File: src/rtl/pixel_seq_ctrl.sv
// Frame sequencer driving pixel-array erase/expose/convert/read lines and the readout address.
// Optional PIXEL_SEQ_FRAME_CNT_EN adds a 16-bit wrapping frame counter output.
module pixel_seq_ctrl #(
    parameter int ROWS    = 4,
    parameter int COLUMNS = 4,
    parameter int CNT_W   = 8,
    localparam int P      = ROWS * COLUMNS,
    localparam int ADDR_W = (P > 1) ? $clog2(P) : 1
) (
    input  logic              clk,
    input  logic              rst,
    input  logic              cfg_we,
    input  logic [1:0]        cfg_addr,
    input  logic [CNT_W-1:0]  cfg_wdata,
    input  logic              start,
    input  logic              continuous,
    input  logic              stop,
    input  logic              sink_ready,
    output logic              busy,
    output logic              erase,
    output logic              expose,
    output logic              convert,
    output logic              read,
    output logic [ADDR_W-1:0] pixeladdr,
    output logic              sample,
`ifdef PIXEL_SEQ_FRAME_CNT_EN
    output logic [15:0]       frame_cnt,
`endif
    output logic              frame_done
);

    typedef enum logic [2:0] {
        S_IDLE, S_ERASE, S_EXPOSE, S_CONVERT, S_READ, S_DONE, S_WAIT
    } state_t;

    // Index order: 0=erase, 1=expose, 2=convert, 3=read
    localparam logic [3:0][CNT_W-1:0] CFG_DEFAULT =
        {CNT_W'(5), CNT_W'(255), CNT_W'(255), CNT_W'(5)};

    state_t                  state, state_nxt;
    logic [3:0][CNT_W-1:0]   live_cfg, live_nxt, shadow_cfg;
    logic [CNT_W-1:0]        cnt, cnt_nxt, cur_dur;
    logic [ADDR_W-1:0]       addr, addr_nxt;
    logic                    stop_pending, stop_pending_nxt;
    logic                    phase_end;

    always_comb begin
        // NOTE: every signal driven here gets a default first, so no path leaves one unassigned and no latch is inferred.
        state_nxt = state;
        cnt_nxt   = '0;
        addr_nxt  = '0;
        live_nxt  = live_cfg;
        if (cfg_we)
            live_nxt[cfg_addr] = cfg_wdata;

        case (state)
            S_ERASE:   cur_dur = shadow_cfg[0];
            S_EXPOSE:  cur_dur = shadow_cfg[1];
            S_CONVERT: cur_dur = shadow_cfg[2];
            S_READ:    cur_dur = shadow_cfg[3];
            default:   cur_dur = '0;
        endcase
        phase_end = (cnt == cur_dur);

        case (state)
            S_IDLE: if (start) state_nxt = S_ERASE;
            S_ERASE, S_EXPOSE, S_CONVERT: begin
                if (phase_end) begin
                    case (state)
                        S_ERASE:  state_nxt = S_EXPOSE;
                        S_EXPOSE: state_nxt = S_CONVERT;
                        default:  state_nxt = S_READ;
                    endcase
                end else begin
                    cnt_nxt = cnt + CNT_W'(1);
                end
            end
            S_READ: begin
                addr_nxt = addr;
                if (!phase_end)
                    cnt_nxt = cnt + CNT_W'(1);
                else if (addr == ADDR_W'(P - 1)) begin
                    state_nxt = S_DONE;
                    addr_nxt  = '0;
                end else
                    addr_nxt = addr + ADDR_W'(1);
            end
            S_DONE: begin
                if (!continuous || stop_pending) state_nxt = S_IDLE;
                else if (sink_ready)             state_nxt = S_ERASE;
                else                             state_nxt = S_WAIT;
            end
            S_WAIT: begin
                if (stop)            state_nxt = S_IDLE;
                else if (sink_ready) state_nxt = S_ERASE;
            end
            default: state_nxt = S_IDLE;
        endcase

        // A stop seen together with the start that launches a frame still ends the run after it.
        stop_pending_nxt = (state_nxt == S_IDLE) ? 1'b0 : (stop_pending | stop);
    end

    always_ff @(posedge clk) begin
        if (rst) begin
            state        <= S_IDLE;
            cnt          <= '0;
            addr         <= '0;
            stop_pending <= 1'b0;
            // NOTE: the config registers are a tiny register file with defined power-on values, so they are reset like ordinary flops.
            live_cfg     <= CFG_DEFAULT;
            shadow_cfg   <= CFG_DEFAULT;
            busy         <= 1'b0;
            erase        <= 1'b0;
            expose       <= 1'b0;
            convert      <= 1'b0;
            read         <= 1'b0;
            pixeladdr    <= '0;
            sample       <= 1'b0;
            frame_done   <= 1'b0;
        end else begin
            state        <= state_nxt;
            cnt          <= cnt_nxt;
            addr         <= addr_nxt;
            stop_pending <= stop_pending_nxt;
            live_cfg     <= live_nxt;
            if (state_nxt == S_ERASE && state != S_ERASE)
                shadow_cfg <= live_nxt;
            busy         <= (state_nxt != S_IDLE);
            erase        <= (state_nxt == S_ERASE);
            expose       <= (state_nxt == S_EXPOSE);
            convert      <= (state_nxt == S_CONVERT);
            read         <= (state_nxt == S_READ);
            pixeladdr    <= addr_nxt;
            sample       <= (state_nxt == S_READ) && (cnt_nxt == shadow_cfg[3]);
            frame_done   <= (state_nxt == S_DONE);
        end
    end

`ifdef PIXEL_SEQ_FRAME_CNT_EN
    always_ff @(posedge clk) begin
        if (rst)
            frame_cnt <= '0;
        else if (frame_done)
            frame_cnt <= frame_cnt + 16'd1;
    end
`endif

endmodule

File: config.mk
export PLATFORM = sky130hd
export DESIGN_NAME = pixel_seq_ctrl
export DESIGN_NICKNAME = d
export VERILOG_FILES = /design/src/rtl/pixel_seq_ctrl.sv
export SDC_FILE = /design/constraint.sdc
export NUM_CORES = 1
export LEC_CHECK = 0
export BUFFER_PORTS_ARGS = -buffer_cell sky130_fd_sc_hd__buf_2
export CAP_MARGIN = 20
export CORE_MARGIN = 5
export CORE_UTILIZATION = 55
export DETAILED_ROUTE_END_ITERATION = 12
export GPL_TIMING_DRIVEN = 0
export PLACE_DENSITY = 0.85
export SETUP_SLACK_MARGIN = 0.1
export SLEW_MARGIN = 20
export SYNTH_ARGS = -nofsm -noshare
export SYNTH_HDL_FRONTEND = slang
export SYNTH_SLANG_ARGS = --single-unit
File: constraint.sdc
create_clock -name clk -period 4.2 [get_ports clk]
set_clock_uncertainty 0.15 [all_clocks]
set_input_delay 0.84 -clock clk [delete_from_list [all_inputs] [get_ports clk]]
set_output_delay 0.84 -clock clk [all_outputs]
set_load 0.01 [all_outputs]
==> impl_results.rst <==
.. list-table::
   :header-rows: 1

   * - Metric
     - Value
   * - Worst path required time
     - 4.32 ns
   * - Slew at the pin with the worst max-slew slack
     - approximately 0.68 ns
   * - Maximum number of pins on one net before global-route repair
     - 16
   * - Per-cell via count in the routed design
     - about 5.8
   * - Number of buffers on the longest clock path
     - 2
   * - CP endpoint kind
     - flip-flop
   * - Horizontal extent of the die
     - 94.0 um
   * - Wire length per cell
     - around 17 um
   * - Total of fill cells in the finished design
     - 583
   * - CTS hold repair buffers
     - 0
   * - Fraction of layout cells with a size suffix above 1
     - 0.121
   * - Clock-pin slew reported for the worst setup and hold paths after clock tree synthesis
     - 0.09 ns
   * - Clk sink count
     - 87
   * - Synthesized instance count
     - approximately 430
   * - Final-stage net count
     - 485
   * - Via count of the first global-routing pass
     - 3050
   * - Total die area
     - 8830 um2
   * - Final clock period utilization by the worst path
     - 0.825
   * - Core area
     - between 6000 and 7000 um2
   * - Outcome
     - finished, final reports clean
   * - Root buf cell
     - clkbuf_8
   * - Predominant post-synthesis flop cell
     - dfxtp_1
   * - Height of the die
     - 94.0 um
   * - Overall global routing resource usage
     - 0.216
   * - Most frequent cell after synthesis
     - dfxtp_1
   * - Gr ovfl total
     - 0
   * - Clock latency at the later pin of the worst-skew pair
     - 0.37 ns
   * - Via count
     - between 3000 and 4000
   * - Number of nets still failing antenna checks after routing
     - 0
   * - Post-synth EDFFs
     - 0
   * - Worst IR drop on VDD
     - 0.000348 V
   * - Fraction of registers with async set/reset
     - 0
   * - Routability Congestion
     - around 0.90
   * - Antenna violations before repair
     - 0
   * - DRC Markers
     - 0
   * - I/O Buffers
     - 27
   * - Part of the Yosys area used for sequential elements
     - 0.449
   * - Cell Pwr Density
     - 506 nW/um2
   * - Post-route non-filler standard cell count
     - 567
   * - Total leakage power
     - 1.77 nW
   * - Share of the synthesized area in the top cell type
     - 0.449
   * - Signal arrival time at the worst endpoint
     - 3.59 ns
   * - Post-cts resize count
     - 0
   * - Summed instance area of the synthesized netlist
     - just under 4000 um2
   * - Diode insertion count for antenna repair
     - 0
   * - Kind of launch point of the worst setup path
     - flip-flop
   * - Htree depth
     - 3
   * - Max capacitance violation total
     - 0
   * - Placed Cells
     - ~550
   * - Drt pass-1 iters
     - 5
   * - Max Fclk
     - between 0.2 and 0.3 GHz
   * - TritonCTS clock tree
     - built
   * - Detailed placement HPWL
     - roughly 6800 um
   * - Min Clock Period, post-route
     - 3.46 ns
   * - Number of buffer and inverter stages on the critical path
     - 2
   * - Starting DRC count in detailed routing
     - 250
   * - Net count of the mapped netlist
     - around 450
   * - Wire length of the first global-routing pass
     - 14800 um
   * - Count of state elements after synthesis
     - 87
   * - Initial Util
     - 0.568
   * - Synth top cells by count
     - dfxtp_1 (87), nand2b_1 (41), nor2_1 (40)
   * - Slowest library cell on the worst path
     - nor4_2
   * - Setup repair after global routing missed its margin
     - no
   * - Delay-heaviest family, CP
     - simple AND/OR/NAND/NOR gates
   * - Area leader, netlist
     - dfxtp_1
   * - Post-route setup TNS
     - 0 ns
   * - Worst path max stage delay
     - 0.52 ns
   * - Average footprint of a synthesized cell
     - 9.07 um2
   * - Series of cell instances along the critical path
     - nor3b_2 -> buf_4 -> a22oi_2 -> and3_1 -> or4_4 -> nor4_2 -> buf_2 -> nand3_1 -> o211a_2 -> a221oi_1
   * - Yosys synthesis warning count
     - 0
   * - Largest cells by area after synthesis
     - dfxtp_1 (45%), mux2i_1 (9.0%), nand2b_1 (6.6%), nor2_1 (3.9%), o21ai_0 (2.8%)
   * - Unique cell type count in the Yosys netlist
     - 52
   * - Buffer count from post-CTS setup fixing
     - 0
   * - Standard-cell row count
     - 30
   * - Final hold viol count
     - 0
   * - Total count of max-transition violations in the final report
     - 0
   * - Headroom to the max-slew limit
     - 0.548
   * - Number of buffers created by CTS
     - 9
   * - DRT Wirelength
     - 9410 um
   * - I/O pin count
     - 28
   * - Area added between synthesis and finish
     - 12.1%
   * - Path class of the lowest-slack min-delay path
     - flip-flop to flip-flop
   * - Final setup violating endpoints
     - 0
   * - Type of the worst setup path
     - flip-flop to flip-flop
   * - Highest fanout seen on the critical path
     - 10
## path summary, 6_finish.rpt
check / start / to / slack, ns / cells after the start
max: state[2] / stop_pending / 0.74 / 10
min: live_cfg[2] / live_cfg[2] / 0.33 / 2
max reg2reg: state[2] / stop_pending / 0.74 / 10
min reg2reg: live_cfg[2] / live_cfg[2] / 0.33 / 2
## cell usage in the layout (no fill, tap or decap), types with 2 or more instances in the layout
| cell type | n |
|---|---|
| o31a_1 | 4 |
| clkbuf_8 | 11 |
| nor4_1 | 4 |
| inv_1 | 6 |
| a21oi_1 | 12 |
| clkbuf_1 | 19 |
| xnor2_1 | 3 |
| nand3b_1 | 2 |
| a22o_1 | 4 |
| inv_6 | 2 |
| or4_1 | 2 |
| buf_1 | 3 |
| ha_1 | 2 |
| and3_1 | 16 |
| mux2i_1 | 35 |
| nand3_1 | 9 |
| a22oi_1 | 4 |
| nand2_1 | 26 |
| buf_4 | 3 |
| o21ai_0 | 22 |
| o22ai_1 | 3 |
| xor2_1 | 8 |
| a31oi_1 | 4 |
| a32oi_1 | 4 |
| nor4b_1 | 3 |
| nor2b_1 | 9 |
| dfxtp_1 | 87 |
| nor3b_1 | 4 |
| nor2_1 | 40 |
| buf_2 | 31 |
| nor3_1 | 7 |
| a211oi_1 | 14 |
| or3_1 | 4 |
| nand2b_1 | 41 |
## routing by layer
metal  GRT usage  up-vias  wire [um]
met5           0        -          0
met4       0.123        0        269
met3      0.0417       31        619
met2       0.353      120       4460
met1       0.265     1574       4060
li1            -     1586          -
## logic make-up after synthesis
logic type                 count (synthesis)  share of synthesized area
buffers and inverters                     36                     0.0410
adders and majority gates                  2                    0.00645
and+or+nand+nor                          174                      0.245
AOI/OAI and AO/OA                         83                      0.144
DFF                                       87                      0.449
muxes                                     35                     0.0903
xor gates and xnor gates                  11                     0.0248
## final cells by class
| cell class | count | area (um2) | area share |
|---|---|---|---|
| clock buffer | 11 | 151 | 0.0348 |
| clock inverter | 5 | 63.8 | 0.0147 |
| inverter | 6 | 22.5 | 0.00518 |
| buffer | 30 | 136 | 0.0313 |
| sequential | 87 | 1740 | 0.400 |
| tap | 96 | 120 | 0.0276 |
| multi-input combinational | 305 | 1980 | 0.455 |
| timing repair buffer | 27 | 135 | 0.0311 |
## stage by stage
step	total power, mW	util	hold WS (ns)	setup slack (ns)	cell area (um2)
6_report	2.20	0.637	0.333	0.735	4350
5_1_grt	2.30	0.637	0.371	0.517	4350
4_1_cts	2.19	0.637	0.340	0.783	4350
3_5_place_dp	1.58	0.605	0.316	0.809	4140
3_3_place_gp	1.55	0.605	0.307	0.937	4140
2_1_floorplan	1.41	-	0.292	1.21	3880
## registers in the layout (all words and copies together) (netlist names)
signal	cells
live_cfg	32
shadow_cfg	32
cnt	8
addr	4
state	3
busy	1
convert	1
erase	1
expose	1
frame_done	1
read	1
sample	1
stop_pending	1
## worst min-delay path, cell delays in order, from the launching register on
cell and delay, ns:
dfxtp_1 0.32, mux2i_1 0.07, nand2b_1 0.07
## power breakdown
| part | switching [mW] | internal (mW) |
|---|---|---|
| Clock | 0.312 | 0.313 |
| Sequential | 0.0647 | 0.910 |
| Combinational | 0.370 | 0.231 |
No activity file was read; power rests on OpenSTA's default activity.
